--- src/rtl/ps2_key_event_controller.sv ---
// rtl/ps2_key_event_controller.sv - PS2 scancode decoder: F0/E0 prefixes, key levels, key events.
// Optional post-release hold-off window is built when PS2_KEY_HOLDOFF_EN is defined.
module ps2_key_event_controller #(
    parameter int unsigned HOLDOFF_CYCLES = 5000000,
    parameter int unsigned TIMEOUT_CYCLES = 1000000
) (
    input  logic       clk,
    input  logic       reset,
    input  logic [7:0] received_data,
    input  logic       received_data_en,
    output logic       wait_for_incoming_data,
    output logic       space_pressed,
    output logic       enter_pressed,
    output logic       one_pressed,
    output logic       two_pressed,
    output logic       key_event,
    output logic [1:0] key_id,
    output logic       key_make
);

    localparam int unsigned CNT_MAX = (HOLDOFF_CYCLES > TIMEOUT_CYCLES) ? HOLDOFF_CYCLES : TIMEOUT_CYCLES;
    localparam int unsigned CW      = (CNT_MAX < 1) ? 1 : $clog2(CNT_MAX + 1);
    localparam logic [CW-1:0] TIMEOUT_LOAD = CW'(TIMEOUT_CYCLES - 1);

`ifdef PS2_KEY_HOLDOFF_EN
    localparam logic [CW-1:0] HOLD_LOAD = CW'(HOLDOFF_CYCLES - 1);

    typedef enum logic [2:0] {
        IDLE, GOT_E0, GOT_F0, GOT_E0F0, HOLDOFF
    } state_t;
`else
    typedef enum logic [2:0] {
        IDLE, GOT_E0, GOT_F0, GOT_E0F0
    } state_t;
`endif

    state_t        state_q;
    logic [CW-1:0] cnt_q;
    logic          data_en_q;
    logic [3:0]    keys_q;
    logic          key_event_q;
    logic [1:0]    key_id_q;
    logic          key_make_q;
`ifdef PS2_KEY_HOLDOFF_EN
    logic          wait_q;
`endif

    logic       accept;
    logic       is_e0;
    logic       is_f0;
    logic       map_hit;
    logic [1:0] map_id;

    // After E0 F0 only keypad enter is recognised; bare codes map all four keys.
    function automatic logic [2:0] map_code(input logic [7:0] code, input logic ext);
        case (code)
            8'h29:   map_code = {~ext, 2'd0};
            8'h5A:   map_code = {1'b1, 2'd1};
            8'h16:   map_code = {~ext, 2'd2};
            8'h1E:   map_code = {~ext, 2'd3};
            default: map_code = 3'b000;
        endcase
    endfunction

    always_comb begin
        accept = received_data_en & ~data_en_q;
`ifdef PS2_KEY_HOLDOFF_EN
        if (state_q == HOLDOFF) begin
            accept = 1'b0;
        end
`endif
        is_e0 = (received_data == 8'hE0);
        is_f0 = (received_data == 8'hF0);
        {map_hit, map_id} = map_code(received_data, state_q == GOT_E0F0);
    end

    always_ff @(posedge clk or posedge reset) begin
        if (reset) begin
            state_q     <= IDLE;
            cnt_q       <= '0;
            data_en_q   <= 1'b0;
            keys_q      <= '0;
            key_event_q <= 1'b0;
            key_id_q    <= 2'd0;
            key_make_q  <= 1'b0;
`ifdef PS2_KEY_HOLDOFF_EN
            wait_q      <= 1'b1;
`endif
        end else begin
            data_en_q   <= received_data_en;
            key_event_q <= 1'b0;
            if (accept) begin
                case (state_q)
                    IDLE: begin
                        if (is_e0) begin
                            state_q <= GOT_E0;
                            cnt_q   <= TIMEOUT_LOAD;
                        end else if (is_f0) begin
                            state_q <= GOT_F0;
                            cnt_q   <= TIMEOUT_LOAD;
                        end else if (map_hit && !keys_q[map_id]) begin
                            keys_q[map_id] <= 1'b1;
                            key_event_q    <= 1'b1;
                            key_id_q       <= map_id;
                            key_make_q     <= 1'b1;
                        end
                    end
                    GOT_E0: begin
                        if (is_f0) begin
                            state_q <= GOT_E0F0;
                            cnt_q   <= TIMEOUT_LOAD;
                        end else if (is_e0) begin
                            cnt_q   <= TIMEOUT_LOAD;
                        end else begin
                            state_q <= IDLE;
                            cnt_q   <= '0;
                            if (received_data == 8'h5A && !keys_q[1]) begin
                                keys_q[1]   <= 1'b1;
                                key_event_q <= 1'b1;
                                key_id_q    <= 2'd1;
                                key_make_q  <= 1'b1;
                            end
                        end
                    end
                    GOT_F0, GOT_E0F0: begin
                        if (is_f0) begin
                            state_q <= GOT_F0;
                            cnt_q   <= TIMEOUT_LOAD;
                        end else if (is_e0) begin
                            state_q <= GOT_E0;
                            cnt_q   <= TIMEOUT_LOAD;
                        end else begin
                            state_q <= IDLE;
                            cnt_q   <= '0;
                            if (map_hit) begin
                                keys_q[map_id] <= 1'b0;
                                // Only a genuine release (level was 1) produces an event.
                                if (keys_q[map_id]) begin
                                    key_event_q <= 1'b1;
                                    key_id_q    <= map_id;
                                    key_make_q  <= 1'b0;
`ifdef PS2_KEY_HOLDOFF_EN
                                    state_q     <= HOLDOFF;
                                    cnt_q       <= HOLD_LOAD;
                                    wait_q      <= 1'b0;
`endif
                                end
                            end
                        end
                    end
                    default: begin
                        state_q <= IDLE;
                        cnt_q   <= '0;
                    end
                endcase
            end else begin
                case (state_q)
                    GOT_E0, GOT_F0, GOT_E0F0: begin
                        if (cnt_q == '0) begin
                            state_q <= IDLE;
                        end else begin
                            cnt_q <= cnt_q - CW'(1);
                        end
                    end
`ifdef PS2_KEY_HOLDOFF_EN
                    HOLDOFF: begin
                        if (cnt_q == '0) begin
                            state_q <= IDLE;
                            wait_q  <= 1'b1;
                        end else begin
                            cnt_q <= cnt_q - CW'(1);
                        end
                    end
`endif
                    default: ;
                endcase
            end
        end
    end

`ifdef PS2_KEY_HOLDOFF_EN
    assign wait_for_incoming_data = wait_q;
`else
    assign wait_for_incoming_data = 1'b1;
`endif
    assign space_pressed = keys_q[0];
    assign enter_pressed = keys_q[1];
    assign one_pressed   = keys_q[2];
    assign two_pressed   = keys_q[3];
    assign key_event     = key_event_q;
    assign key_id        = key_id_q;
    assign key_make      = key_make_q;

endmodule

--- config.mk ---
export PLATFORM = sky130hd
export DESIGN_NAME = ps2_key_event_controller
export DESIGN_NICKNAME = d
export VERILOG_FILES = /design/src/rtl/ps2_key_event_controller.sv
export SDC_FILE = /design/constraint.sdc
export NUM_CORES = 1
export LEC_CHECK = 0
export BUFFER_PORTS_ARGS = -buffer_cell sky130_fd_sc_hd__buf_4
export CORE_MARGIN = 1
export CORE_UTILIZATION = 65
export CTS_BUF_LIST = sky130_fd_sc_hd__clkbuf_8
export DETAILED_ROUTE_END_ITERATION = 7
export PLACE_DENSITY = 0.95
export SLEW_MARGIN = 20
export SYNTH_ARGS = -nofsm -noshare
export SYNTH_HDL_FRONTEND = slang
export SYNTH_SLANG_ARGS = --single-unit
--- constraint.sdc ---
create_clock -name clk -period 4.53 [get_ports clk]
set_clock_uncertainty 0.1 [all_clocks]
set_input_delay 0.6795 -clock clk [delete_from_list [all_inputs] [get_ports clk]]
set_output_delay 0.6795 -clock clk [all_outputs]
set_load 0.005 [all_outputs]
; Word level (Yosys, flattened, before mapping)
; Index checks and enable logic that the tools add are counted.
; W data, S select, Z words.
[op_classes]
n_addsub = 1
magnitude_cmp = 2
n_eq_ne = 22
mux = 66
n_bitwise = 6
n_reduce_logical = 18
[ops]
columns = operator, n
row1 = $mux W23, 5
row2 = $pmux W23 S2, 1
row3 = $mux W20, 2
row4 = $mux W1, 24
row5 = $mux W4, 6
row6 = $logic_not A23 Y1, 1
row7 = $sub A23 B1 Y23 const B, 1
row8 = $mux W2, 11
row9 = $ne A2 B2 Y1 const B, 11
row10 = $mux W3, 7
row11 = $eq A8 B5 Y1 const B, 2
row12 = $eq A8 B8 Y1 const B, 2
row13 = $pmux W3 S4, 1
row14 = $reduce_and A12 Y1, 1
row15 = $reduce_and A11 Y1, 1
row16 = $pmux W1 S3, 3
row17 = $pmux W3 S3, 1
row18 = $eq A8 B6 Y1 const B, 1
row19 = $eq A8 B7 Y1 const B, 1
row20 = $ne A4 B4 Y1 const B, 2
row21 = $reduce_and A8 Y1, 1
row22 = $eq A3 B2 Y1 const B, 2
row23 = $pmux W2 S3, 1
row24 = $reduce_bool A2 Y1, 3
row25 = 20 further kinds, 24
[totals]
ff_bits = 35
inputBits = 11
out_inout_bits = 9
word_cells = 123

; Depth between registers and ports, before layout
[depth]
word_depth = 13
mapped_depth = 9
depth_no_buf = 8

; Worst setup path before layout
; No wires, ideal clock.
[synth_path]
path_kind = input-to-reg
start = input received_data[5]
end = register key_id_q[1], in the netlist key_id[1]
setup_time_ps = 122
arrival_ps = 2255
t_required_ps = 4308
path_slack_ps = 2053
stages = 6
path_buffers = 0
path_cell_list = and4bb_2 -> and3_1 -> a221oi_1 -> mux2i_1 -> nand4_1 -> a32o_1
[synth_between]
elab_chain_cells = 8
elab_cells_between_ends = 31
cone_classes = eq/ne: 16 / mux: 11 / reduce/logical: 4
[synth_lines]
columns = item, line_no
row1 = start: declaration, 9  ; input logic [7:0] received_data,
row2 = "$eq A8 B5 Y1, or another cell as far along", 56  ; case (code)
row3 = $pmux W3 S4, 56
row4 = $bmux W1 S2, "101, 138"
row5 = $mux W1 (not written as such), "101, 138"
row6 = $logic_not A1 Y1, 101  ; end else if (map_hit && !keys_q[map_id]) begin
row7 = $logic_and A1 B1 Y1, 101
row8 = $ne A2 B2 Y1 (no line), -
row9 = $reduce_and A12 Y1 (no line), -
row10 = end signal: assignment, 104  ; key_id_q <= map_id;
row11 = end signal: assignment, 140  ; key_id_q <= map_id;
row12 = end: declaration, 42  ; logic [1:0] key_id_q;
; Several ways; a longest one is shown, not always the timed one. The select of a mux whose other input is x is not followed.
; A chain may end at the register's enable or synchronous reset.

; Final worst setup path
[layout_path]
start = register cnt_q[0]
end = register cnt_q[9]
[layout_between]
elab_chain_cells = 4
elab_cells_between_ends = 7
cone_classes = add/sub: 1 / eq/ne: 1 / mux: 3 / reduce/logical: 2
[layout_lines]
columns = item, line_no
row1 = start: declaration, 38  ; logic [CW-1:0] cnt_q;
row2 = start signal: assignment, 162  ; cnt_q <= cnt_q - CW'(1);
row3 = $sub A23 B1 Y23, 162
row4 = $mux W23, 159  ; if (cnt_q == '0) begin
row5 = $mux W23, 157  ; case (state_q)
row6 = $mux W23, 92  ; if (accept) begin
; Several ways; a longest one is shown, not always the timed one. The select of a mux whose other input is x is not followed.

==> results.py <==
metrics = {
    "worst_setup_path": {
        "slowest_stage": "o211ai_2",
        "critPathMaxStageDelay_ns": 0.66,
        "cp_top_family": "compound AO/OA/AOI/OAI gates",
        "crit_type": "reg2reg",
        "critical_path.max_fanout": 18,
        "worstPathRequired_ns": 4.66,
        "cp_cell_sequence": "inv_1, ha_1, or4b_1, nor2_2, nand2_1, o211ai_2, o21a_1, o22a_1",
        "cp.buffers_inverters": 1,
        "endpoint_kind": "register",
        "cp-start-kind": "register",
        "arrival_ns": 3.05,
    },
    "drt": {
        "drt_wl_total_um": 4740,
        "first_iter_violations": 87,
        "vias": 1788,
        "wl_per_cell_um": 16.9,
        "drtPass1Iterations": 4,
        "postRouteAntennaNets": 0,
        "post-route-drc-count": 0,
        "routed_via_density": 6.39,
    },
    "grt": {
        "gr-total-overflow": 0,
        "grt_pass1_vias": 1702,
        "grtUsageTotal_pct": 30.1,
        "grt_pass1_wl_um": 7710,
        "grt_max_degree": 35,
        "antenna_found_initial": 0,
    },
    "clock_tree": {
        "cts.clk_slew.worst_paths_ns": 0.07,
        "clk_latency_ns": 0.29,
        "cts_resized": 0,
        "cts_buffers": 5,
        "post-cts-setup-buffer-count": 0,
        "cts_tree": "yes",
        "cts_max_level": 2,
        "cts.sink_count": 34,
        "ctsLongestPathBuffers": 2,
        "cts_root_buf": "clkbuf_8",
        "postCtsHoldBufs": 0,
    },
    "timing": {
        "relSlewSlack_pct": 44.6,
        "hold_viol": 0,
        "layout_min_cycle_time_ns": 2.93,
        "rsz0062_at_grt": "no",
        "max_freq_mhz": 342,
        "tns_ns": 0,
        "slew_violations": 0,
        "setup_viol": 0,
        "worst_pin_slew_ns": 0.824,
        "fin_crit_sh_pct": 64.6,
    },
    "floorplan": {
        "ios": 20,
        "num_rows": 20,
        "core_area_um2": 3030,
        "chipHeight_um": 58.4,
        "initial_core_util_pct": 68.3,
        "fp.dieArea_um2": 3410,
        "die_w_um": 58.4,
    },
    "synthesis": {
        "synth_xor_area_share_pct": 2.96,
        "avgSynthCellArea_um2": 9.58,
        "synth_seq_cells": 34,
        "synth.distinct_cells": 59,
        "synthSimpleGateAreaFrac_pct": 28.4,
        "synth-edff-count": 0,
        "synth.mux.area_fraction_pct": 0.967,
        "synth_fa_ha_area_share_pct": 0.605,
        "seq_area_frac_synth_pct": 41.1,
        "synth_top_family_by_area": "simple AND/OR/NAND/NOR gates",
        "syn_inst": 216,
        "synth_compound_area_share_pct": 22.6,
        "async_flop_share_pct": 100,
        "ys_warn_count": 0,
        "syn_nets": 228,
        "synth_ff_type": "dfrtp_1",
        "syn-cell-area_um2": 2070,
    },
    "power_and_ir_drop": {
        "power_density_nw_per_um2": 325,
        "p_leak_nw": 0.951,
        "vdd_drop_max_mv": 0.230,
        "power_mw": 0.753,
    },
    "final_layout": {
        "antenna_cells": 0,
        "final_common_cell": "dfrtp_1",
        "multi_input_area_um2": 1150,
        "final_cells": 280,
        "syn_to_final_growth_pct": 11.9,
        "nFillCells": 214,
        "final-seq-area_um2": 851,
        "final_cell_mix": "34 x dfrtp_1, 20 x buf_4, 15 x nor2_1, 15 x a21oi_1, 14 x nand2_1",
        "nNetsFinal": 248,
        "drive_gt1_share_pct": 17.8,
    },
    "run_status": {
        "status": "finished clean",
    },
    "place": {
        "routabilityCongestion": 0.932,
        "port_buffers": 18,
        "hpwl_um": 3430,
        "place_inst": 273,
    },
    "worst_hold_path": {
        "hold_path.class": "in2async",
    },
    "job": {
        "drv.max_cap_violation_count": 0,
    },
}
[path summary, 6_finish.rpt]
path / slack (ns) / cells after the start / end / from
worst min register to register: 0.41 / 1 / key_make / key_make
worst max-delay path: 1.60 / 8 / cnt_q[9] / cnt_q[0]
min in group clk: 0.41 / 1 / key_make / key_make
max in group asynchronous: 3.64 / 3 / cnt_q[14] / reset
worst max register to register: 1.60 / 8 / cnt_q[9] / cnt_q[0]
worst min-delay path: 0.38 / 3 / keys_q[1] / reset
[sequential cells by signal, indices dropped and copies added, names as in the netlist, named ones only]
name       count
cnt_q         23
data_en_q      1
key_event      1
key_id         2
key_make       1
keys_q         1
state_q        2
[routing by layer]
metal  up-vias  global-route usage (%)  part of all wire, %
li1        853                       -                    -
met1       865                    39.5                   45
met2        57                    48.6                   48
met3        13                    7.25                  4.9
met4         0                    10.9                  1.7
met5         -                       0                    0
[layout make-up]
| cell class | count | share of cell area [%] |
|---|---|---|
| Multi-Input combinational cell | 168 | 49.8 |
| Sequential cell | 34 | 36.8 |
| Timing Repair Buffer | 20 | 6.49 |
| Clock buffer | 5 | 2.97 |
| Tap cell | 44 | 2.38 |
| Inverter | 7 | 1.14 |
| Clock inverter | 2 | 0.432 |
[report_power, final]
| group | leakage, nW | switching [mW] | internal (mW) |
|---|---|---|---|
| Clock | 0.0438 | 0.110 | 0.103 |
| Combinational | 0.487 | 0.0716 | 0.0686 |
| Sequential | 0.421 | 0.0530 | 0.347 |
| Total | 0.951 | 0.235 | 0.518 |
[through the flow]
stage | util, % | worst slack, ns | hold WS (ns) | cell area [µm²]
4_1_cts | 76.4 | 1.64 | 0.386 | 2310
3_3_place_gp | 73.8 | 1.78 | 0.387 | 2240
6_report | 76.4 | 1.60 | 0.378 | 2310
3_5_place_dp | 73.8 | 1.66 | 0.391 | 2240
2_1_floorplan | - | 2.05 | 0.374 | 2070
5_1_grt | 76.4 | 1.47 | 0.400 | 2310
[cell families (layout without fill, tap and decap cells)]
kind of cell	count (synthesis)	in the layout
AO/OA/AOI/OAI	66	66
flip-flops	34	34
multiplexers	2	2
other	1	1
adder cells (fa/ha/maj)	1	1
buffers and inverters	14	34
AND/OR/NAND/NOR	91	91
XOR/XNOR	7	7
[tightest hold or removal path: stages]
cell	delay (ns)
buf_4	0.11
inv_1	0.04
buf_4	0.37
[synthesized netlist by cell type, types with 2 or more instances]
cell	number	area, µm²
a21oi_1	15	75.1
or4_4	2	22.5
nand3_1	3	15.0
a21o_1	2	15.0
o21a_1	11	82.6
nor3b_1	3	22.5
or4_1	4	30.0
mux2i_1	2	20.0
clkbuf_1	4	15.0
dfrtp_1	34	851
inv_1	7	26.3
a21boi_0	2	15.0
nand4_1	3	18.8
xor2_1	6	52.6
nor2_1	15	56.3
o21ai_0	6	30.0
nor4_1	5	31.3
nand2b_1	2	12.5
nor4_4	3	63.8
nand3b_1	2	15.0
nand2_1	14	52.6
nor4b_1	2	17.5
o211ai_1	2	15.0
nor2b_1	7	43.8
and3b_1	3	26.3
a31oi_1	6	37.5
nor3_1	6	30.0
o22a_1	10	87.6
or3_1	5	31.3
Note: power is estimated with default switching activity, not from simulation.
